==> src/rtl/conv_pkg.sv <==
// Shared constants and state encoding for the convolution datapath
// (multiplier and accumulator stages agree on bus widths through this package).
package conv_pkg;

  localparam int N_ELEM = 25;
  localparam int PROD_W = 16;
  localparam int ACC_W  = 24;
  localparam int PIX_W  = 8;
  localparam int IDX_W  = $clog2(N_ELEM);

  typedef enum logic [1:0] {
    ST_IDLE   = 2'd0,
    ST_ACCUM  = 2'd1,
    ST_FINISH = 2'd2
  } conv_state_t;

endpackage

==> src/rtl/saturador_pixel.sv <==
// Combinational clamp of a signed accumulator sum onto an unsigned pixel.
// Build option ACUM_ABS_EN: clamp |sum| instead of forcing negative sums to 0.
module saturador_pixel #(
  parameter int ACC_W = conv_pkg::ACC_W,
  parameter int PIX_W = conv_pkg::PIX_W
) (
  input  logic signed [ACC_W-1:0] sum,
  output logic        [PIX_W-1:0] pixel
);

  localparam logic [ACC_W-1:0] PIX_MAX = ACC_W'((1 << PIX_W) - 1);

  logic [ACC_W-1:0] mag;

`ifdef ACUM_ABS_EN
  assign mag = sum[ACC_W-1] ? ACC_W'(-sum) : ACC_W'(sum);
`else
  assign mag = sum[ACC_W-1] ? '0 : ACC_W'(sum);
`endif

  assign pixel = (mag > PIX_MAX) ? '1 : mag[PIX_W-1:0];

endmodule

==> src/rtl/acumulador_convolucao.sv <==
// Serial accumulator for one 5x5 window of products: latch, sum one per cycle,
// then register raw sum and saturated pixel (ACUM_ABS_EN selects |sum| clamping).
//
// state     | meaning
// ----------+------------------------------------------------
// ST_IDLE   | waiting for start; latches products on start
// ST_ACCUM  | adds product[idx] each cycle, idx 0..N_ELEM-1
// ST_FINISH | registers sum_out/pixel_out, pulses done next
module acumulador_convolucao #(
  parameter int N_ELEM = conv_pkg::N_ELEM,
  parameter int PROD_W = conv_pkg::PROD_W,
  parameter int ACC_W  = conv_pkg::ACC_W,
  parameter int PIX_W  = conv_pkg::PIX_W
) (
  input  logic                       clock,
  input  logic                       reset,
  input  logic                       start,
  input  logic signed [N_ELEM*PROD_W-1:0] products_in,
  output logic signed [ACC_W-1:0]    sum_out,
  output logic        [PIX_W-1:0]    pixel_out,
  output logic                       done,
  output logic                       busy
);

  import conv_pkg::*;

  localparam int IDX_W_L = $clog2(N_ELEM);
  localparam logic [IDX_W_L-1:0] IDX_LAST = IDX_W_L'(N_ELEM - 1);

  conv_state_t state, state_nxt;

  logic [N_ELEM*PROD_W-1:0] prod_buf;
  logic signed [ACC_W-1:0]  acc;
  logic [IDX_W_L-1:0]       idx;
  logic signed [PROD_W-1:0] prod_sel;
  logic [PIX_W-1:0]         pixel_sat;
  logic                     load;
  logic                     step;
  logic                     finish;

  always_ff @(posedge clock) begin
    if (reset) state <= ST_IDLE;
    else       state <= state_nxt;
  end

  always_comb begin
    state_nxt = state;
    load      = 1'b0;
    step      = 1'b0;
    finish    = 1'b0;
    busy      = 1'b0;
    case (state)
      ST_IDLE: begin
        if (start) begin
          load      = 1'b1;
          state_nxt = ST_ACCUM;
        end
      end
      ST_ACCUM: begin
        busy = 1'b1;
        step = 1'b1;
        if (idx == IDX_LAST) state_nxt = ST_FINISH;
      end
      ST_FINISH: begin
        busy      = 1'b1;
        finish    = 1'b1;
        state_nxt = ST_IDLE;
      end
      default: state_nxt = ST_IDLE;
    endcase
  end

  assign prod_sel = prod_buf[idx*PROD_W +: PROD_W];

  // Accumulator is wide enough for the worst-case window; no wrap handling needed.
  always_ff @(posedge clock) begin
    if (reset) begin
      prod_buf  <= '0;
      acc       <= '0;
      idx       <= '0;
      sum_out   <= '0;
      pixel_out <= '0;
      done      <= 1'b0;
    end else begin
      done <= finish;
      if (load) begin
        prod_buf <= products_in;
        acc      <= '0;
        idx      <= '0;
      end
      if (step) begin
        acc <= acc + ACC_W'(prod_sel);
        idx <= idx + IDX_W_L'(1);
      end
      if (finish) begin
        sum_out   <= acc;
        pixel_out <= pixel_sat;
      end
    end
  end

  saturador_pixel #(
    .ACC_W (ACC_W),
    .PIX_W (PIX_W)
  ) u_saturador_pixel (
    .sum   (acc),
    .pixel (pixel_sat)
  );

endmodule

==> config.mk <==
export PLATFORM = sky130hd
export DESIGN_NAME = acumulador_convolucao
export DESIGN_NICKNAME = d
export VERILOG_FILES = /design/src/rtl/conv_pkg.sv /design/src/rtl/saturador_pixel.sv /design/src/rtl/acumulador_convolucao.sv
export SDC_FILE = /design/constraint.sdc
export NUM_CORES = 1
export LEC_CHECK = 0
export ABC_CLOCK_PERIOD_IN_PS = 4300
export CAP_MARGIN = 10
export CORE_MARGIN = 4
export CORE_UTILIZATION = 57
export DETAILED_ROUTE_END_ITERATION = 8
export DONT_BUFFER_PORTS = 1
export GPL_ROUTABILITY_DRIVEN = 0
export MAX_ROUTING_LAYER = met4
export PLACE_DENSITY = 0.87
export SLEW_MARGIN = 10
export SYNTH_ARGS = -nofsm -noshare
export SYNTH_HDL_FRONTEND = slang
export SYNTH_SLANG_ARGS = --single-unit
==> constraint.sdc <==
create_clock -name clock -period 4.3 [get_ports clock]
set_input_delay 0.86 -clock clock [delete_from_list [all_inputs] [get_ports clock]]
set_output_delay 0.86 -clock clock [all_outputs]
set_load 0.01 [all_outputs]
Word level (Yosys, flattened, before mapping):

Cells that the tools add are included.

* register bits after elaboration: 464
* logic and storage cells: 34

* add/subtract/negate cells: 2
* $lt $le $gt $ge: 1
* equality and inequality tests: 5
* shifts and indexed selects: 1
* multiplexer cells: 14
* reductions and logical operators: 4

Operators by type and width (number)
* 400-bit by 10-bit indexed part select with 16-bit output: 1
* 24-bit 2-to-1 mux: 2
* 24-bit by 16-bit adder with 24-bit output: 1
* 24-bit by 8-bit > comparator with 1-bit output, second input constant: 1
* 23-bit 2-to-1 mux: 1
* 5-bit 2-to-1 mux: 2
* 8-bit 2-to-1 mux: 1
* 5-bit by 1-bit adder with 5-bit output, second input constant: 1
* 5-bit == test, second input constant: 1
* 1-bit 2-to-1 mux: 5
* 2-bit 2-to-1 mux: 2
* 2-bit inequality test, second input constant: 2
* 2-bit case mux with 2 select lines: 1
* 2-bit by 1-bit == test with 1-bit output, second input constant: 1
* 2-bit == test, second input constant: 1
* 2-bit logical NOT: 1
* 2-bit AND reduction: 1
* 2-bit nonzero test: 1
* 2-bit OR reduction: 1

Longest topological paths before layout:

Gate-level depths: netlist of the first run.

* word-level depth: 4
* mapped depth: 19
* depth with buffers taken out: 15

Modules after synthesis:

A second synthesis of the first run with hierarchy kept.

* cell total of the unflattened synthesis: 2372
* area total of the unflattened synthesis: 20435.8 um2

By module, submodules not included
* acumulador_convolucao: instances 1, cells an instance 2346, area each 20228.2 um2, sequential area each 9288.9 um2
* saturador_pixel: instances 1, cells an instance 26, area each 207.7 um2, sequential area each 0.0 um2

Worst setup path before layout of the first run:

No wires, ideal clock.

* path kind: flip-flop to flip-flop
* from: register idx[0]
* to: register acc[20]
* library setup time: 0.117 ns
* arrival: 4.495 ns
* slack: -0.312 ns
* stages on the path, launching flop included: 20
* path through: dfxtp_1 -> buf_2 -> buf_4 -> buf_2 -> buf_2 -> mux4_2 -> mux2i_1 -> o21ai_0 -> mux2_2 -> ha_1 -> fa_1 -> a211o_1 -> a2111oi_4 -> a2bb2oi_2 -> a21oi_2 -> a21o_1 -> a21oi_2 -> o21ai_1 -> xor2_1 -> a22o_1

* cells in the longest elaborated chain, start to end: 3

RTL lines
* start, declared: RTL line acumulador_convolucao.sv:34 `logic [IDX_W_L-1:0] idx;`
* start signal, assigned: RTL line acumulador_convolucao.sv:93 `idx <= idx + IDX_W_L'(1);`
* 400-bit by 10-bit indexed part select with 16-bit output: RTL line acumulador_convolucao.sv:73 `assign prod_sel = prod_buf[idx*PROD_W +: PROD_W];`
* 24-bit by 16-bit adder with 24-bit output: RTL line acumulador_convolucao.sv:92 `acc <= acc + ACC_W'(prod_sel);`
* 24-bit 2-to-1 mux: RTL line acumulador_convolucao.sv:91 `if (step) begin`
* end signal, assigned: RTL line acumulador_convolucao.sv:92
* end, declared: RTL line acumulador_convolucao.sv:33 `logic signed [ACC_W-1:0] acc;`

Every way passes these cells.
A chain may end at the register's enable or synchronous reset.

Final worst setup path of the first run:

Same ends and word-level chain as after synthesis.

==> qor.csv, run 1 <==
stage,metric,value,unit
timing,relSlewSlack,0.2914,
cts,clock_sinks,464,
timing,fmaxAchievable,0.2302,GHz
synthesis,synth_common_cells,"nand2_1, dfxtp_1, a21oi_1",
drt,drt.antenna.violating_nets,0,
floorplan,die_area,38810,um^2
setup_path,crit_path_start_kind,flop,
cts,htree_levels,2,
final_layout,fill_cells,2712,
drt,route.met2.wl,29360,um
cts,cts_tree,yes,
drt,vias,17360,
power_and_ir_drop,p_switching,2.921,mW
grt,grt_pass1_wl,93850,um
floorplan,boundaryPins,437,
setup_path,critical-path-max-stage-delay,550,ps
timing,hold_violations,0,
synthesis,synth.area.top_cells,"dfxtp_1, nand2_1, mux4_2",
hold_path,hold_path_class,in -> reg,
floorplan,die_x,197.0,um
timing,timing.final.crit_period,4343,ps
drt,met1_length,24260,um
power_and_ir_drop,p_comb_frac,0.144,
cts,clkTransAtPathRegs,60,ps
setup_path,cp_max_fo,11,
power_and_ir_drop,switching_share,0.2748,
grt,grt_max_degree,460,
drt,drt-initial-drc-count,1886,
synthesis,avgSynthCellArea,8.508,um^2
cts,clk_latency,610,ps
setup_path,cp_common_cell,a21oi_2,
setup_path,criticalPathCategory,reg -> reg,
cts,clockRootBuffer,clkbuf_16,
drt,route.met3.wl,5857,um
synthesis,syn_area,20360,um^2
grt,grt.overflow.total,0,
power_and_ir_drop,power.internal,7.710,mW
timing,drv_slew,0,
floorplan,start_util,0.5836,
floorplan,fp.dieH,197.0,um
final_layout,fin_util,0.6481,
grt,grt_pass1_vias,16620,
floorplan,rows,68,
final_layout,final_cells,2810,
flow_run,cap_violations,0,
drt,drt-total-wl,63730,um
synthesis,synth_most_common_cell,nand2_1,
drt,vias_per_cell,6.179,
synthesis,ys_seq_area_frac,0.4562,
placed_design,dp_hpwl,46220,um
synthesis,synth_fp_nets,2826,
cts,cts_buffers,47,
synthesis,ys_ff_latch,464,
power_and_ir_drop,pwr_density_cell,470.2,nW/um^2
synthesis,synthCells,2393,
power_and_ir_drop,seq_power_share,0.453,
timing,clock_skew,23.02,ps
power_and_ir_drop,p_total,10.63,mW
synthesis,yosysUniqueCellTypes,50,
synthesis,synthFlopType,dfxtp_1,
floorplan,core_area,34880,um^2
synthesis,netlist.area_leader.share,0.4562,
run_status,outcome,"complete, but fails checks",
placed_design,port_buffers,0,
grt,gr-usage-all-layers,0.3209,
setup_path,required,4790,ps
power_and_ir_drop,leakage,8.408,nW
cts,cts_max_path_buffers,3,
setup_path,crit_arrival,4840,ps
placed_design,numPlacedInstances,2702,
run_status,violations,negative setup slack,
power_and_ir_drop,peakVddDrop,0.3652,mV
timing,rsz0062_at_grt,yes,
grt,grt_antenna_before_repair,2,
setup_path,crit_chain,buf_4 > buf_12 > buf_6 > mux4_2 > mux2i_2 > o21ai_2 > mux2_2 > ha_1 > a211o_1 > a2111oi_4 > a2bb2oi_2 > a21oi_2 > a21o_1 > a21oi_2 > o21ai_1 > xor2_1 > a22o_1,
timing,setup_viol,2,
setup_path,critPathCaptureType,flop,
power_and_ir_drop,p_clk_frac,0.403,
drt,top_layer_used,met4,
final_layout,layout.nets,2749,
final_layout,drive_above_1_share,0.1275,
timing,tightest_slew,1063,ps
setup_path,critPathSlowestCell,mux4_2,
final_layout,area_growth,11.05,%
synthesis,synth_largest_area_cell,dfxtp_1,
synthesis,ys_warn_count,0,
drt,drc,0,
drt,wl_per_cell,22.68,um
synthesis,synth_edf_count,0,
timing,layout_setup_ws,-43.13,ps
drt,dr.pass1.iters,6,
timing,period_share,1.010,
synthesis,async_flop_share,0,
==> routing by layer <==
layer	vias up	track usage
met2	1012	0.4927
met3	256	0.06650
met1	8158	0.3984
met4	0	0.1780
li1	7937	-
met5	-	-
==> stage by stage <==
step / hold slack (ps) / cell area (um^2) / setup WS [ps] / TNS (ps)
final: 376.2 / 22610 / -43.13 / -68.17
after detailed placement: 441.7 / 20680 / -10.19 / -10.19
after global routing: 338.8 / 22610 / -194.6 / -694.3
after floorplan: 433.1 / 20410 / -6.542 / -6.542
after CTS: 341.6 / 22320 / 8.874 / 0
after global placement: 435.9 / 20680 / 44.49 / 0
==> cell usage in the layout (no fill, tap or decap), types with 5 or more instances in the layout <==
cell type  instances
buf_4             42
xor2_1             7
a21oi_1          441
clkbuf_16         47
nor3_1             7
mux2i_1           48
inv_1              8
mux4_2           111
a22o_1             7
clkbuf_1           7
dfxtp_1          460
clkinv_2           8
o21ai_0           22
a21oi_2            6
mux2_2            13
nand2_1          844
buf_6              7
nand3_1            5
ha_1              26
nor2b_1            6
xnor2_1           13
clkbuf_8          12
buf_12            13
a21o_1            14
nor2_1           103
==> layout make-up <==
type                            instances  area [um^2]  area share
Antenna cell                            2        5.005   0.0002214
Clock buffer                           66         1368     0.06049
Clock inverter                         20        264.0     0.01168
Inverter                                8        30.03    0.001328
Multi-Input combinational cell       1733        10420      0.4609
Sequential cell                       464         9299      0.4113
Tap cell                              455        569.3     0.02518
Timing Repair Buffer                   62        654.4     0.02894
==> flip-flops by register name (all words and copies together) (netlist names) <==
name and flops:
acc 24, idx 5, pixel_out 8, prod_buf 400
state 2, sum_out 24, done 1
==> power by group through the flow <==
stage,sequential [mW],combinational [mW],clock [mW]
final,4.82,1.53,4.28
after global placement,4.88,1.39,0
after CTS,4.80,1.45,4.30
after global routing,4.83,1.67,4.48
after floorplan,4.80,1.14,0
after detailed placement,4.89,1.44,0
==> cells by family (layout without fill, tap and decap cells) <==
logic type | count (synthesis) | count (layout) | synth area share
XOR/XNOR | 21 | 21 | 0.009034
flip-flops | 464 | 464 | 0.4562
AND/OR/NAND/NOR | 983 | 983 | 0.1855
AO/OA/AOI/OAI | 521 | 521 | 0.1361
other | 0 | 2 | 0
multiplexers | 178 | 178 | 0.1567
adder cells (fa/ha/maj) | 30 | 30 | 0.01881
buffers and inverters | 196 | 156 | 0.03761
==> worst paths after layout <==
kind         slack, ps             start  cells past startpoint       endpoint
max reg2reg        -40            idx[0]                     17        acc[20]
min reg2reg        450     prod_buf[288]                      2  prod_buf[288]
min                380  products_in[105]                      2  prod_buf[105]
max                -40            idx[0]                     17        acc[20]
==> critical path, delay by kind of cell, from the launching register on <==
kind                       cells  cell delay (ps)
AOI/OAI and AO/OA              9             1840
muxes                          3             1070
buffers and inverters          3              440
DFF                            1              430
adders and majority gates      1              290
xor gates and xnor gates       1              140
==> repair_timing <==
| item | in CTS | in global routing |
|---|---|---|
| setup buffers | 0 | 20 |
| setup endpoints to repair | 1 | 8 |
| gates resized for setup | 1 | 32 |
| hold buffers | 0 | 0 |
| pin swaps | 0 | 13 |
No activity file was read; power rests on OpenSTA's default activity.
==> inputs of run 2 (changes only) <==
--- a/config.mk
+++ b/config.mk
@@ -5,15 +5,14 @@
 export SDC_FILE = /design/constraint.sdc
 export NUM_CORES = 1
 export LEC_CHECK = 0
-export ABC_CLOCK_PERIOD_IN_PS = 4300
+export ABC_CLOCK_PERIOD_IN_PS = 5000
 export CAP_MARGIN = 10
-export CORE_MARGIN = 4
-export CORE_UTILIZATION = 57
+export CORE_UTILIZATION = 60
 export DETAILED_ROUTE_END_ITERATION = 8
 export DONT_BUFFER_PORTS = 1
 export GPL_ROUTABILITY_DRIVEN = 0
 export MAX_ROUTING_LAYER = met4
-export PLACE_DENSITY = 0.87
+export PLACE_DENSITY = 0.88
 export SLEW_MARGIN = 10
 export SYNTH_ARGS = -nofsm -noshare
 export SYNTH_HDL_FRONTEND = slang
==> constraint.sdc (replaced) <==
create_clock -name clock -period 5 [get_ports clock]
set_input_delay 1 -clock clock [delete_from_list [all_inputs] [get_ports clock]]
set_output_delay 1 -clock clock [all_outputs]
set_load 0.01 [all_outputs]
==> qor.csv, run 2 (synthesis results as in run 1) <==
stage,metric,value,unit,change
drt,drc,0,,unchanged
final_layout,layout.nets,2712,,-1.3%
floorplan,fp.dieH,186.2,um,-5.5%
setup_path,regToRegStartpoint,idx[1],,
timing,setup_viol,0,,-2
grt,grt.overflow.total,0,,unchanged
timing,hold_violations,0,,unchanged
floorplan,core_area,33450,um^2,-4.1%
final_layout,fin_util,0.6631,,+0.01494
cts,cts_hold_buf,0,,unchanged
placed_design,placed_cell_area,20460,um^2,-1.1%
grt,grt_antenna_before_repair,5,,+3
hold_path,hold_path_class,reg -> reg,,
setup_path,worstReg2RegEnd,acc[20],,
placed_design,preCtsSetupSlack,391.2,ps,+401.4 ps
timing,rsz0062_at_grt,no,,
hold_path,whs_path_depth,2,,unchanged
setup_path,rrSetupSlack,290,ps,+340 ps
grt,gr-usage-all-layers,0.3521,,+0.03113
cts,clk_latency,560,ps,-50 ps
final_layout,stdcell_area,22180,um^2,-1.9%
timing,fmaxAchievable,0.2124,GHz,-7.8%
floorplan,start_util,0.6087,,+0.02504
setup_path,path_buf_inv,1,,-2
final_layout,seq_area,9299,um^2,unchanged
final_layout,area_growth,8.936,%,
power_and_ir_drop,p_total,9.197,mW,-13%
setup_path,crit_chain,buf_4 > mux4_2 > mux4_2 > mux2_2 > ha_1 > a211o_1 > a2111oi_4 > a2bb2oi_2 > a21oi_2 > a21o_1 > a21oi_2 > o21ai_1 > xor2_1 > a22o_1,,
setup_path,crit_path_start_kind,flop,,
grt,grt_pass1_wl,89610,um,-4.5%
setup_path,r2r_cells,14,,-3
cts,clockRootBuffer,clkbuf_16,,
grt,grt_pass1_vias,16010,,-3.7%
timing,relSlewSlack,0.3383,,+0.04695
final_layout,largest_reg_flops,400,,unchanged
timing,layout_setup_ws,292.0,ps,+335.1 ps
final_layout,largest_registers,"prod_buf x400, acc x24, sum_out x24",,
floorplan,rows,67,,-1.5%
grt,grt_max_degree,460,,unchanged
drt,drt-total-wl,61460,um,-3.6%
setup_path,cp_max_fo,36,,+25
final_layout,top_register,prod_buf,,
cts,htree_levels,2,,unchanged
setup_path,crit_arrival,5150,ps,+310 ps
power_and_ir_drop,pwr_density_cell,414.7,nW/um^2,-12%
final_layout,drive_above_1_share,0.1079,,-0.01955
cts,post_cts_buffers,0,,unchanged
hold_path,min-delay-start,prod_buf[169],,
floorplan,boundaryPins,437,,unchanged
final_layout,final_common_cell,nand2_1,,
drt,vias_per_cell,6.260,,+1.3%
setup_path,required,5450,ps,+660 ps
run_status,outcome,finished clean,,
cts,cts_max_path_buffers,3,,unchanged
timing,drv_slew,0,,unchanged
drt,dr.pass1.iters,8,,+2
power_and_ir_drop,peakVddDrop,0.2858,mV,-22%
placed_design,dp_hpwl,44370,um,-4.0%
drt,drt.antenna.violating_nets,0,,unchanged
timing,clock_skew,18.90,ps,-4.120 ps
final_layout,multiInputGateArea,10320,um^2,-0.98%
setup_path,critPathSlowestCell,dfxtp_4,,
timing,tightest_slew,992.5,ps,-70.42 ps
drt,wl_per_cell,22.19,um,-2.2%
setup_path,criticalPathCategory,reg -> reg,,
drt,drt-initial-drc-count,2199,,+17%
power_and_ir_drop,leakage,8.200,nW,-2.5%
timing,fin_setup_tns,0,ps,+68.17 ps
floorplan,die_area,34670,um^2,-11%
cts,clkTransAtPathRegs,60,ps,about the same
cts,cts_tree,yes,,
floorplan,die_x,186.2,um,-5.5%
cts,cts_buffers,47,,unchanged
cts,clock_sinks,464,,unchanged
setup_path,critical-path-max-stage-delay,740,ps,+190 ps
cts,cts_resized,0,,-1
timing,timing.final.crit_period,4708,ps,+364.9 ps
hold_path,hold_end,prod_buf[169],,
drt,vias,17340,,-0.13%
placed_design,port_buffers,0,,unchanged
flow_run,cap_violations,0,,unchanged
setup_path,path_delay_family,compound AO/OA/AOI/OAI gates,,
final_layout,fill_cells,2518,,-7.2%
timing,period_share,0.9416,,-0.06842
setup_path,critPathCaptureType,flop,,
final_layout,final_cell_mix,"nand2_1, dfxtp_1, a21oi_1, mux4_2, nor2_1",,
run 2: cell types whose count changed in the layout (fill, tap and decap cells not counted), sizes merged:
cell	previous run	this run
bufinv	4	7
buf	62	25
clkinvlp	0	2
inv	10	12
diode	2	6
clkinv	14	7
run 2: layout make-up:
cell class / instances / share of cell area
Multi-Input combinational cell: 1733 / 0.4652
Sequential cell: 464 / 0.4193
Clock buffer: 66 / 0.06301
Tap cell: 448 / 0.02527
Clock inverter: 20 / 0.01393
Timing Repair Buffer: 25 / 0.01128
Inverter: 8 / 0.001354
Antenna cell: 6 / 0.0006770
run 2: layer usage:
metal  routed length, um  share of wire  global-route usage
met1               22520           0.37              0.4345
met2               28480           0.46              0.5394
met5                   0              0                   -
met3                6488           0.11             0.06912
met4                3974          0.065              0.2046
run 2: worst max path at each step:
| stage | start | end | slack [ps] | cells past startpoint |
|---|---|---|---|---|
| 2_1_floorplan | idx[0] | acc[20] | 390 | 19 |
| 4_1_cts | idx[1] | acc[20] | 370 | 14 |
| 5_1_grt | idx[0] | acc[23] | 100 | 14 |
| 6_report | idx[1] | acc[20] | 290 | 14 |
| 3_3_place_gp | idx[0] | acc[20] | 520 | 14 |
| 3_5_place_dp | idx[1] | acc[20] | 390 | 14 |
run 2: worst reg2reg max path: stages (launching register included):
cell       delay [ps]
dfxtp_4           740
buf_4             400
mux4_2            360
mux4_2            500
mux2_2            280
ha_1              350
a211o_1           380
a2111oi_4         370
a2bb2oi_2         260
a21oi_2           120
a21o_1            220
a21oi_2           180
o21ai_1           110
xor2_1            170
a22o_1            190
run 2: where the power goes:
part | switching, mW | internal [mW] | leakage (nW) | total [mW]
logic | 0.747 | 0.468 | 3.55 | 1.22
registers | 0.191 | 3.96 | 3.81 | 4.15
clock network | 1.51 | 2.32 | 0.843 | 3.83
run 2: per-stage QoR:
step,hold slack (ps),std cells
after floorplan,433.1,2393
after global placement,435.9,2678
after detailed placement,441.9,2678
after CTS,450.8,2764
after global routing,469.4,2769
final,451.9,2770
